File: src/rtl/tdes_pkg.sv
// Shared definitions for the 3DES block sequencer.
// State encoding, APB mode codes, key selectors and round counts.
package tdes_pkg;

    typedef enum logic [2:0] {
        ST_IDLE,
        ST_LOAD_HI,
        ST_LOAD_LO,
        ST_IP,
        ST_ROUND,
        ST_FP,
        ST_STORE_HI,
        ST_STORE_LO
    } state_t;

    localparam logic [2:0] MODE_IDLE = 3'd0;
    localparam logic [2:0] MODE_ENC  = 3'd1;
    localparam logic [2:0] MODE_DEC  = 3'd2;
    localparam logic [2:0] MODE_KEY1 = 3'd3;
    localparam logic [2:0] MODE_KEY2 = 3'd4;
    localparam logic [2:0] MODE_SRST = 3'd5;
    localparam logic [2:0] MODE_READ = 3'd6;

    localparam logic [1:0] KEY_K1 = 2'd0;
    localparam logic [1:0] KEY_K2 = 2'd1;
    localparam logic [1:0] KEY_K3 = 2'd2;

    localparam int ROUNDS_PER_PASS = 16;
    localparam int TOTAL_ROUNDS    = 48;

endpackage

File: src/rtl/tdes_round_map.sv
// Maps the 0..47 round counter and block direction to key,
// subkey number and last-round flag for the DES round datapath.
module tdes_round_map
    import tdes_pkg::*;
(
    input  logic [5:0] i_rnd,
    input  logic       i_blk_dec,
    output logic [1:0] o_key_sel,
    output logic [3:0] o_subkey_idx,
    output logic       o_last_round
);

    logic [1:0] w_pass;
    logic [3:0] w_r;
    logic       w_pass_dec;

    assign w_pass = i_rnd[5:4];
    assign w_r    = i_rnd[3:0];

    // EDE for encrypt, DED for decrypt: the middle pass flips direction
    assign w_pass_dec = i_blk_dec ^ (w_pass == 2'd1);

    assign o_key_sel    = i_blk_dec ? (KEY_K3 - w_pass) : w_pass;
    assign o_subkey_idx = w_pass_dec ? (4'd15 - w_r) : w_r;
    assign o_last_round = (w_r == 4'(ROUNDS_PER_PASS - 1));

endmodule

File: src/rtl/tdes_block_sequencer.sv
// 3DES block sequencer: pops two words, runs 48 rounds, pushes two
// words, and commits double-buffered keys only between blocks.
module tdes_block_sequencer
    import tdes_pkg::*;
#(
    parameter int CNT_W     = 5,
    parameter int OUT_DEPTH = 24,
    parameter int KEY_WORDS = 4
) (
    input  logic             clk,
    input  logic             n_rst,
    input  logic [2:0]       mode,
    input  logic [CNT_W-1:0] in_cnt,
    input  logic [CNT_W-1:0] out_cnt,
    input  logic             in_head_dec,
    output logic             in_pop,
    output logic             dp_load_hi,
    output logic             dp_load_lo,
    output logic             dp_ip,
    output logic             dp_round_en,
    output logic             dp_last_round,
    output logic [3:0]       subkey_idx,
    output logic [1:0]       key_sel,
    output logic             dp_fp,
    output logic             out_push,
    output logic             out_sel_hi,
    output logic             key_commit,
    output logic             keys_valid,
    output logic             busy,
    output logic             blk_done
);

    localparam int KCW = $clog2(KEY_WORDS + 1);
    localparam logic [CNT_W-1:0] OUT_LIMIT = CNT_W'(OUT_DEPTH - 2);

    state_t         r_state;
    state_t         w_next;
    logic [5:0]     r_rnd;
    logic           r_blk_dec;
    logic [KCW-1:0] r_key_cnt;
    logic           r_key_pend;
    logic           r_keys_valid;

    logic           w_soft;
    logic           w_key_wr;
    logic           w_key_last;
    logic           w_commit;
    logic           w_start;
    logic           w_rnd_last;
    logic [1:0]     w_key_sel;
    logic [3:0]     w_subkey_idx;
    logic           w_last_round;

    assign w_soft     = (mode == MODE_SRST);
    assign w_key_wr   = (mode == MODE_KEY1) || (mode == MODE_KEY2);
    assign w_key_last = w_key_wr && (r_key_cnt == KCW'(KEY_WORDS - 1));
    assign w_commit   = r_key_pend && (r_state == ST_IDLE) && !w_soft;
    assign w_rnd_last = (r_rnd == 6'(TOTAL_ROUNDS - 1));

    // Output space is only checked here; the output FIFO can only drain
    assign w_start = (r_state == ST_IDLE) && (in_cnt >= CNT_W'(2))
                  && (out_cnt <= OUT_LIMIT) && r_keys_valid
                  && !r_key_pend && !w_soft;

    tdes_round_map u_map (
        .i_rnd        (r_rnd),
        .i_blk_dec    (r_blk_dec),
        .o_key_sel    (w_key_sel),
        .o_subkey_idx (w_subkey_idx),
        .o_last_round (w_last_round)
    );

    always_comb begin
        w_next        = r_state;
        in_pop        = 1'b0;
        dp_load_hi    = 1'b0;
        dp_load_lo    = 1'b0;
        dp_ip         = 1'b0;
        dp_round_en   = 1'b0;
        dp_last_round = 1'b0;
        subkey_idx    = 4'd0;
        key_sel       = 2'd0;
        dp_fp         = 1'b0;
        out_push      = 1'b0;
        out_sel_hi    = 1'b0;
        blk_done      = 1'b0;
        unique case (r_state)
            ST_IDLE: begin
                if (w_start) w_next = ST_LOAD_HI;
            end
            ST_LOAD_HI: begin
                in_pop     = !w_soft;
                dp_load_hi = !w_soft;
                w_next     = ST_LOAD_LO;
            end
            ST_LOAD_LO: begin
                in_pop     = !w_soft;
                dp_load_lo = !w_soft;
                w_next     = ST_IP;
            end
            ST_IP: begin
                dp_ip  = 1'b1;
                w_next = ST_ROUND;
            end
            ST_ROUND: begin
                dp_round_en   = 1'b1;
                dp_last_round = w_last_round;
                subkey_idx    = w_subkey_idx;
                key_sel       = w_key_sel;
                if (w_rnd_last) w_next = ST_FP;
            end
            ST_FP: begin
                dp_fp  = 1'b1;
                w_next = ST_STORE_HI;
            end
            ST_STORE_HI: begin
                out_push   = !w_soft;
                out_sel_hi = !w_soft;
                w_next     = ST_STORE_LO;
            end
            ST_STORE_LO: begin
                out_push = !w_soft;
                blk_done = !w_soft;
                w_next   = ST_IDLE;
            end
        endcase
        if (w_soft) w_next = ST_IDLE;
    end

    always_ff @(posedge clk or negedge n_rst) begin
        if (!n_rst) begin
            r_state      <= ST_IDLE;
            r_rnd        <= 6'd0;
            r_blk_dec    <= 1'b0;
            r_key_cnt    <= '0;
            r_key_pend   <= 1'b0;
            r_keys_valid <= 1'b0;
        end else begin
            r_state <= w_next;
            if (w_soft) begin
                r_rnd <= 6'd0;
            end else if (r_state == ST_ROUND) begin
                r_rnd <= w_rnd_last ? 6'd0 : r_rnd + 6'd1;
            end
            if (r_state == ST_LOAD_HI && !w_soft) begin
                r_blk_dec <= in_head_dec;
            end
            if (w_soft) begin
                r_key_cnt  <= '0;
                r_key_pend <= 1'b0;
            end else begin
                if (w_key_wr) begin
                    r_key_cnt <= w_key_last ? '0 : r_key_cnt + KCW'(1);
                end
                if (w_key_last) begin
                    r_key_pend <= 1'b1;
                end else if (w_commit) begin
                    r_key_pend <= 1'b0;
                end
                if (w_commit) r_keys_valid <= 1'b1;
            end
        end
    end

    assign key_commit = w_commit;
    assign keys_valid = r_keys_valid;
    assign busy       = (r_state != ST_IDLE);

endmodule

File: config.mk
export PLATFORM = sky130hd
export DESIGN_NAME = tdes_block_sequencer
export DESIGN_NICKNAME = d
export VERILOG_FILES = /design/src/rtl/tdes_pkg.sv /design/src/rtl/tdes_round_map.sv /design/src/rtl/tdes_block_sequencer.sv
export SDC_FILE = /design/constraint.sdc
export NUM_CORES = 1
export LEC_CHECK = 0
export CAP_MARGIN = 20
export CORE_ASPECT_RATIO = 0.7
export CORE_UTILIZATION = 46
export CTS_CLUSTER_SIZE = 25
export DETAILED_ROUTE_END_ITERATION = 8
export DONT_BUFFER_PORTS = 1
export GPL_ROUTABILITY_DRIVEN = 0
export GPL_TIMING_DRIVEN = 0
export SETUP_SLACK_MARGIN = 0.05
export SLEW_MARGIN = 30
export SYNTH_ARGS = -nofsm -noshare
export SYNTH_HDL_FRONTEND = slang
export SYNTH_HIERARCHICAL = 1
export SYNTH_SLANG_ARGS = --single-unit
File: constraint.sdc
create_clock -name clk -period 1.8 [get_ports clk]
set_clock_uncertainty 0.1 [all_clocks]
set_input_delay 0.18 -clock clk [delete_from_list [all_inputs] [get_ports clk]]
set_output_delay 0.18 -clock clk [all_outputs]
set_load 0.02 [all_outputs]
==> results.md, run 1 <==
* WHS at between 0.02 and 0.025 ns
* Unique cell type count in the Yosys netlist at 49
* Fin Setup TNS at -0.310 ns
* Sw Share at between 30% and 40%
* Sequential share of power at 26.5%
* Chip width at 61.7 um
* # setup viols final at 8
* Clock-pin slew on the worst setup and hold paths at 0.09 ns
* Final ANT Viol Nets at 0
* Maximum buffer depth of the clock tree at 2
* CP Max Fanout at 6
* Crit end category: primary output
* Pleak at 0.631 nW
* Crit path time final at 1.86 ns
* Worst EP arrival at 1.58 ns
* Area leader, netlist: dfrtp_1
* WL met3 at 109 um
* Root Buffer: clkbuf_4
* Worst hold path class: in2reg
* Drt total wl at 2.56 mm
* DRC Markers at 0
* Iteration count of the initial detailed-routing pass at 4
* RSZ-0062 raised after global routing: yes
* Seq cells post-synth at 15
* Switching pwr at 0.839 mW
* Ys flop type: dfrtp_1
* Combinational power share at 64.2%
* Overall Power at ~2.1 mW
* Cell Pwr Density at 1410 nW/um^2
* Tot GR Track Use at ~22%
* Wire per inst at approximately 15 um
* Post-Syn Nets at 134
* Slew Limit Fails at 0
* Gate count of the mapped netlist at between 100 and 150
* Seq/Total Area, Yosys at about a third
* Ranking of synthesized cells by area: dfrtp_1, xor3_1, and2_1
* Worst skew pair latency at 0.28 ns
* GRT overflow at 0
* Count leader, synth: dfrtp_1
* Post-layout instance area at 1490 um^2
* DRT iter0 DRCs at 44
* Failing checks: negative setup slack
* Period Utilization, post-route at 103%
* Placed inst area at around 1200 um^2
* Cell Int Power at roughly 1.3 mW
* Slew of the pin with the lowest slew margin at 0.693 ns
* CTS tree: done
* Initial antenna violation count at 0
* # rows at 14
* NumNets Final at about 150
* Post-synth EDFFs at 0
* Clock share of power at under 10%
* Total I/O pin count at 35
* Yosys warns at 6
* Die area at approximately 2700 um^2
* Dpl cells at 147
* Metal-1 WL at 1.25 mm
* Synthesized area per cell at ~10 um^2
* Finished Layout Cells at 166
* Mapped Area at 1150 um^2
* Max layer used: met4
* First-pass GRT wire length at ~4.2 mm
* Fillers at 193
* Vias in the first global route at 882
* TritonCTS buffer count at 3
* H-tree depth at 1
* Via/cell ratio at 5.66
* Worst EP required at 1.52 ns
* Max cap viols at 0
* Fmax at 539 MHz
* Clk sink count at 15
* Final hold vios at 0
* Area grow syn2layout at 29.4%
* Fraction of layout cells with a size suffix above 1 at 38.8%
* Detail Placement HPWL at ~1.7 mm
* WL met2 at ~1.2 mm
* Startpoint Class: flop
* Core Area at 2240 um^2
* Ys async rst share at between 90% and 100%
* IO buf count at 0
* Die Y at 43.8 um
* Final WS setup at -0.0551 ns
* Largest net degree at the start of global routing at 16
* Via count at 939
* Relative slew slack at 53.6%
* Synth top area share at 32.7%
* Antenna cells at 0
* Max rail drop VDD at 0.762 mV
* Status: finished with violations
* Starting Density at 51.2%
* Setup CP Type: reg2out
* Post-synth top cells: dfrtp_1, and2_1, nand2_1, nor2_1, inv_1
==> metrics by stage <==
step	worst slack (ns)	util, %
after floorplan	0.0672	-
after global placement	-0.0840	53.2
after detailed placement	-0.0637	53.2
after CTS	-0.0866	64.8
after global routing	-0.114	66.2
final	-0.0551	66.2
==> path summary, 6_finish.rpt <==
check,slack (ns),start,end,cells after the start
setup / recovery,-0.06,r_state[1],subkey_idx[0],5
hold / removal,0.02,mode[0],r_key_cnt[2],2
setup reg to reg,0.11,r_state[0],r_blk_dec,5
hold reg to reg,0.42,r_key_cnt[2],r_key_cnt[2],1
max in group asynchronous,0.85,n_rst,r_rnd[4],1
min in group asynchronous,0.27,n_rst,r_rnd[5],1
==> metal layers <==
layer,up-vias,global-route usage (%)
li1,457,-
met1,461,31.0
met2,19,33.5
met3,2,6.27
met4,0,2.67
met5,-,0
==> area by class of cell <==
| cell class | count | area [um^2] | share of cell area [%] |
|---|---|---|---|
| inverter | 6 | 27.5 | 1.85 |
| sequential | 15 | 377 | 25.4 |
| timing repair buffer | 15 | 160 | 10.8 |
| buffer | 8 | 76.3 | 5.14 |
| multi-input combinational | 86 | 778 | 52.4 |
| tap | 32 | 40.0 | 2.70 |
| clock buffer | 4 | 26.3 | 1.77 |
==> layout by cell type, fill, tap and decap left out, types with 3 or more instances in the layout <==
cell	n
dfrtp_1	14
buf_4	11
nand2_1	8
and2_4	7
nor2_1	7
inv_1	5
a21oi_1	4
nand3_1	4
xor3_1	4
clkbuf_4	3
dlygate4sd3_1	3
==> cell families after synthesis <==
| kind of cell | share of synthesized area, % |
|---|---|
| and+or+nand+nor | 29.1 |
| muxes | 3.71 |
| DFF | 32.7 |
| buffers and inverters | 6.76 |
| AOI/OAI and AO/OA | 13.9 |
| adders and majority gates | 3.27 |
| xor gates and xnor gates | 10.6 |
==> state kept, by name, summed over array words and instances, names as in the netlist <==
signal / count
r_rnd: 6
r_key_cnt: 3
r_state: 3
keys_valid: 1
r_blk_dec: 1
r_key_pend: 1
==> power groups by stage <==
stage                     combinational [mW]  clock [mW]  sequential (mW)
after global placement                 0.878           0            0.553
after detailed placement               0.885           0            0.558
after global routing                    1.44       0.222            0.571
after floorplan                        0.794           0            0.524
final                                   1.35       0.195            0.556
after CTS                               1.26       0.204            0.557
==> repair_timing <==
| item | 4_1_cts | 5_1_grt |
|---|---|---|
| setup endpoints to repair | 17 | 12 |
| buffers inserted | 10 | 1 |
| hold buffers | 3 | 0 |
| endpoints found under the hold margin | 17 | 0 |
| cloned | 1 | 0 |
| pin swaps | 12 | 5 |
| resized for setup | 34 | 5 |
==> worst max-delay path: stages (launching register included) <==
cell      delay, ns
dfrtp_1        0.38
buf_6          0.12
or3b_4         0.39
clkinv_4       0.09
buf_8          0.13
and2_4         0.18
Note: power is estimated with default switching activity, not from simulation.
==> run 2, diff against run 1 <==
--- a/config.mk
+++ b/config.mk
@@ -5,6 +5,7 @@
 export SDC_FILE = /design/constraint.sdc
 export NUM_CORES = 1
 export LEC_CHECK = 0
+export ABC_AREA = 1
 export CAP_MARGIN = 20
 export CORE_ASPECT_RATIO = 0.7
 export CORE_UTILIZATION = 46
==> run 2 against run 1 <==
Effect of this change: the run now ends clean; non-clock buffer count shrank 16; synthesized area is 7.7% lower; flip-flop and latch count unchanged; critical path depth decreased by 3; combinational power is 32% lower; worst setup slack better by 0.12 ns; global-route usage fell by 0.32 points; clock power decreased by 3%.
==> results.md, run 2 <==
* Clock share of power at about 11%
* Startpoint Class: flop
* Tot GR Track Use at 21.4%
* Wire per inst at between 10 and 15 um
* Slew of the pin with the lowest slew margin at 0.689 ns
* Fillers at 210
* Vias in the first global route at 957
* Drt total wl at 2.27 mm
* Fmax at 576 MHz
* Complex-gate fraction of the synthesized area at 6.97%
* Synth top area share at 35.5%
* Iteration count of the initial detailed-routing pass at 4
* Die Y at 42.1 um
* Pleak at about 0.59 nW
* Cell Int Power at roughly 0.81 mW
* NumNets Final at 192
* Chip width at between 50 and 60 um
* Cell Pwr Density at 1350 nW/um^2
* Final ANT Viol Nets at 0
* Combinational power share at 53.3%
* Largest net degree at the start of global routing at 16
* Relative slew slack at 53.9%
* Reg-to-Reg Start: r_rnd[0]
* WL met3 at roughly 120 um
* Slowest cell delay on critical path at about 0.56 ns
* Largest register FFs at 6
* Seq/Total Area, Yosys at 35.5%
* Detail Placement HPWL at 1.68 mm
* RSZ-0062 raised after global routing: yes
* Post-Synth XOR/XNOR Area at 0.827%
* WHS Path Cells at 5
* Count leader, synth: nand2_1
* Die area at about 2500 um^2
* Crit end category: primary output
* Worst hold path class: in2reg
* Crit path time final at 1.74 ns
* TritonCTS buffer count at 3
* H-tree depth at 1
* Ranking of synthesized cells by area: dfrtp_1, nand2_1, inv_1
* Clk sink count at 15
* Post-synth EDFFs at 0
* Root Buffer: clkbuf_4
* Clock-pin slew on the worst setup and hold paths at 0.09 ns
* Seq cells post-synth at 15
* Ys async rst share at 100%
* DRT iter0 DRCs at 59
* Slew Limit Fails at 0
* Area leader, netlist: dfrtp_1
* Critical path destination: out_push
* Gate count of the mapped netlist at 163
* Worst path cell trace: inv_2 > nor3_1
* Mux cell area share after synthesis at 0%
* # rows at 14
* Commonest non-fill, non-tap cell in the layout: nand2_1
* Overall Power at 1.72 mW
* Post-Syn Nets at 182
* Switching pwr at a little over 0.9 mW
* Final hold vios at 0
* R2r setup slk at 0.31 ns
* Unique cell type count in the Yosys netlist at 23
* Post-synth top cells: nand2_1, inv_1, nor2_1, nand3_1, dfrtp_1
* Slowest CP cell: nor3_1
* Initial antenna violation count at 0
* GRT overflow at 0
* Commonest cells after routing, fill and taps aside: nand2_1, inv_1, nand3_1
* CTS tree: done
* Period Utilization, post-route at 96.5%
* Max rail drop VDD at 0.599 mV
* Maximum buffer depth of the clock tree at 2
* Metal-1 WL at around 1.1 mm
* Core Area at 2150 um^2
* CP Max Fanout at 7
* Status: finished clean
* Fin Setup TNS at 0 ns
* DRC Markers at 0
* Yosys warns at 6
* Setup CP Type: reg2out
* Adder-cell share of the synthesized area at 3.55%
* Sequential share of power at 35.7%
* Max layer used: met3
* Via/cell ratio at 4.87
* Sw Share at 52.9%
* WL met2 at 1.03 mm
* Worst skew pair latency at 0.28 ns
* # setup viols final at 0
* Biggest register: r_rnd
* CP Launch Point: r_state[2]
* Fraction of layout cells with a size suffix above 1 at 27.3%
* Antenna cells at 0
* First-pass GRT wire length at approximately 4 mm
* Worst EP arrival at 1.46 ns
* Max cap viols at 0
* Largest family of logic cells by synthesized area: simple AND/OR/NAND/NOR gates
* Via count at 994
* Ys flop type: dfrtp_1
* Reg-to-reg endpoint: r_state[0]
* Starting Density at 49.1%
* Worst EP required at approximately 1.5 ns
* Synthesized area per cell at 6.49 um^2
* Mapped Area at 1060 um^2
* Total I/O pin count at 35
* Area grow syn2layout at 20.3%
* R2r worst-path depth at 7
* IO buf count at 0
* Simple-gate area share of the yosys netlist at between 30% and 40%
* Top Registers: r_rnd x6, r_key_cnt x3, r_state x3
==> run 2: cell families after synthesis <==
group / after synthesis
AND/OR/NAND/NOR: 96
flip-flops: 15
adder cells (fa/ha/maj): 3
buffers and inverters: 35
XOR/XNOR: 1
AO/OA/AOI/OAI: 13
==> run 2: worst max-delay path: cells and delay by family (launching register included) <==
family                 cells  cell delay [ns]
and+or+nand+nor            1             0.56
DFF                        1             0.50
buffers and inverters      1             0.11
==> run 2: repair_timing <==
action / CTS / global route
pin swaps: 1 / 5
gates resized for setup: 11 / 21
endpoints found under the setup margin: 7 / 12
endpoints found under the hold margin: 16 / 0
hold buffers: 2 / 0
buffers inserted: 2 / 1
==> run 2: stage by stage <==
step / worst slack [ns] / instances / utilization (%) / hold WS [ns] / instance area, um^2
after floorplan: 0.277 / 163 / - / -0.216 / 1060
after global placement: 0.188 / 195 / 51.0 / -0.215 / 1100
after detailed placement: 0.139 / 195 / 51.0 / -0.215 / 1100
after CTS: 0.0351 / 203 / 55.9 / 0.0332 / 1200
after global routing: -0.0432 / 204 / 59.1 / 0.0849 / 1270
final: 0.0628 / 204 / 59.1 / 0.0360 / 1270
==> run 2: per-layer routing <==
layer	vias to the layer above	track usage, %
met3	0	6.48
met4	0	2.86
met5	-	0
li1	521	-
met2	21	33.7
met1	452	29.4
==> run 2: cell type report <==
| class | count | area, um^2 | share of cell area (%) |
|---|---|---|---|
| clock buffer | 4 | 26.3 | 2.06 |
| buffer | 2 | 18.8 | 1.47 |
| timing repair buffer | 5 | 42.5 | 3.34 |
| multi-input combinational | 113 | 644 | 50.6 |
| sequential | 15 | 378 | 29.7 |
| tap | 32 | 40.0 | 3.14 |
| inverter | 33 | 124 | 9.72 |
==> run 2: worst min path at each step <==
stage,startpoint,to
3_5_place_dp,n_rst,r_state[2]
4_1_cts,out_cnt[4],r_state[0]
2_1_floorplan,n_rst,keys_valid
6_report,out_cnt[4],r_state[0]
3_3_place_gp,n_rst,r_state[2]
5_1_grt,out_cnt[4],r_state[0]
==> run 2: power groups by stage <==
stage	sequential [mW]	combinational (mW)	clock, mW
finish	0.613	0.915	0.189
global route	0.635	1.03	0.215
CTS	0.598	0.865	0.199
detailed placement	0.602	0.772	0
global placement	0.596	0.749	0
floorplan	0.566	0.668	0
==> run 3, diff against run 2 <==
--- a/config.mk
+++ b/config.mk
@@ -7,14 +7,13 @@
 export LEC_CHECK = 0
 export ABC_AREA = 1
 export CAP_MARGIN = 20
-export CORE_ASPECT_RATIO = 0.7
-export CORE_UTILIZATION = 46
+export CORE_UTILIZATION = 60
 export CTS_CLUSTER_SIZE = 25
 export DETAILED_ROUTE_END_ITERATION = 8
 export DONT_BUFFER_PORTS = 1
 export GPL_ROUTABILITY_DRIVEN = 0
 export GPL_TIMING_DRIVEN = 0
-export SETUP_SLACK_MARGIN = 0.05
+export PLACE_DENSITY = 0.76
 export SLEW_MARGIN = 30
 export SYNTH_ARGS = -nofsm -noshare
 export SYNTH_HDL_FRONTEND = slang
==> constraint.sdc (replaced) <==
create_clock -name clk -period 1.8 [get_ports clk]
set_clock_uncertainty 0.1 [all_clocks]
set_input_delay 0.36 -clock clk [delete_from_list [all_inputs] [get_ports clk]]
set_output_delay 0.36 -clock clk [all_outputs]
set_load 0.02 [all_outputs]
==> run 3 against run 2 <==
Effect of this change: the flow now finishes with violations (design-rule violations, negative setup slack); clock-buffer cell count down 1; worst setup slack lost 0.14 ns; critical path type unchanged; critical endpoint is now key_sel[1]; global-route usage is 3.7 points higher; die area is 23% lower; sequential share of layout area decreased by 1.9 points; routed wire length rose by 21%; core utilization grew 28 points.
==> results.md, run 3 (synthesis results as in run 2) <==
* Largest net degree at the start of global routing at 16
* Clk sink count at 15
* Finished Layout Cells at 191
* Placed inst area at around 1100 um^2
* Overall Power at 2.07 mW
* WHS at slightly below 0.09 ns
* Biggest register: r_rnd
* Via count at 1,082
* H-tree depth at 1
* IO buf count at 0
* Cell Pwr Density at roughly 1500 nW/um^2
* TritonCTS buffer count at 3
* # rows at 14
* Startpoint Class: flop
* DRC Markers at 3
* Starting Density at 67.1%
* RSZ-0062 raised after global routing: yes
* Iteration count of the initial detailed-routing pass at 9
* Final WS setup at -0.0773 ns
* Crit path time final at 1.88 ns
* Area grow syn2layout at 30.4%
* Period Utilization, post-route at 104%
* Failing checks: design-rule violations, negative setup slack
* First-pass GRT wire length at 3.62 mm
* DRT iter0 DRCs at 34
* Status: finished with violations
* GRT overflow at 0
* Relative slew slack at between 50% and 60%
* Vias in the first global route at 897
* CTS tree: done
* Antenna cells at 0
* Core Area at 1580 um^2
* Commonest cells after routing, fill and taps aside: nand2_1, inv_1, nand3_1
* Clock-pin slew on the worst setup and hold paths at 0.09 ns
* Drt total wl at ~2.8 mm
* Root Buffer: clkbuf_4
* CP Max Fanout at 2
* Maximum buffer depth of the clock tree at 2
* Top Registers: r_rnd x6, r_key_cnt x3, r_state x3
* Worst EP arrival at 1.42 ns
* NumNets Final at roughly 200
* Via/cell ratio at 5.66
* Worst skew pair latency at 0.28 ns
* Post-layout instance area at approximately 1400 um^2
* Worst EP required at roughly 1.3 ns
* Wire per inst at 14.4 um
* Largest register FFs at 6
* Chip width at 44 um
* Dpl cells at 179
* Max cap viols at 0
* Detail Placement HPWL at 1.54 mm
* # setup viols final at 7
* Max rail drop VDD at approximately 1.2 mV
* Crit end category: primary output
* Fraction of layout cells with a size suffix above 1 at 37.1%
* Commonest non-fill, non-tap cell in the layout: nand2_1
* Final hold vios at 0
* Worst hold path class: in2reg
* Slew of the pin with the lowest slew margin at approximately 0.70 ns
* Slew Limit Fails at 0
* Total I/O pin count at 35
* Die Y at 44 um
* Fmax at 533 MHz
* Final ANT Viol Nets at 0
* Die area at 1940 um^2
* Initial antenna violation count at 0
* Setup CP Type: reg2out
* Pleak at 0.634 nW
* Tot GR Track Use at 25.1%
[run 3: stage by stage]
| stage | setup WS, ns | utilization [%] | TNS [ns] |
|---|---|---|---|
| 2_1_floorplan | 0.0973 | - | 0 |
| 3_3_place_gp | 0.0252 | 68.4 | 0 |
| 3_5_place_dp | -0.000631 | 68.4 | -0.000631 |
| 4_1_cts | -0.0375 | 79.6 | -0.134 |
| 5_1_grt | -0.141 | 87.5 | -0.706 |
| 6_report | -0.0773 | 87.5 | -0.363 |
[run 3: worst max-delay path, cell delays in order, from the launching register on]
cell	delay (ns)
dfrtp_1	0.40
inv_2	0.07
ha_4	0.26
nand2_1	0.06
o21ai_0	0.09
inv_1	0.09
nor2_4	0.16
[run 3: power breakdown]
group / internal, mW / switching [mW] / total (mW)
clock: 0.0823 / 0.117 / 0.200
sequential: 0.452 / 0.211 / 0.663
combinational: 0.442 / 0.769 / 1.21
total: 0.976 / 1.10 / 2.07
[run 3: final cells by class]
cell class,count,area [um^2]
clock inverter,1,5.00
tap,16,20.0
fill,93,196
clock buffer,3,22.5
timing repair buffer,8,80.1
inverter,33,134
multi-input combinational,113,708
buffer,2,27.5
sequential,15,383
[run 3: metal layers]
layer / up-vias / wire length, um / GRT usage, %
met5: - / 0 / 0
met4: 0 / 46 / 7.27
met3: 8 / 148 / 3.75
met2: 52 / 1460 / 44.1
met1: 499 / 1090 / 31.7
li1: 523 / - / -
[run 3: what timing repair did]
| action | in CTS | in global routing |
|---|---|---|
| resized for setup | 38 | 21 |
| pin swaps | 8 | 3 |
| endpoints found under the setup margin | 12 | 15 |
| buffers inserted | 2 | 4 |
| hold endpoints to repair | 15 | 0 |
| gates cloned | 0 | 1 |
| hold buffers | 1 | 0 |
[run 3: worst paths after layout]
path / start / endpoint / slack, ns / cells past startpoint
setup reg to reg: r_rnd[0] / r_state[0] / 0.26 / 7
max in group asynchronous: n_rst / r_blk_dec / 0.66 / 1
min in group asynchronous: n_rst / r_key_cnt[0] / 0.45 / 1
setup / recovery: r_rnd[5] / key_sel[1] / -0.08 / 6
hold / removal: in_head_dec / r_blk_dec / 0.09 / 2
hold reg to reg: r_key_cnt[2] / r_key_cnt[2] / 0.41 / 2
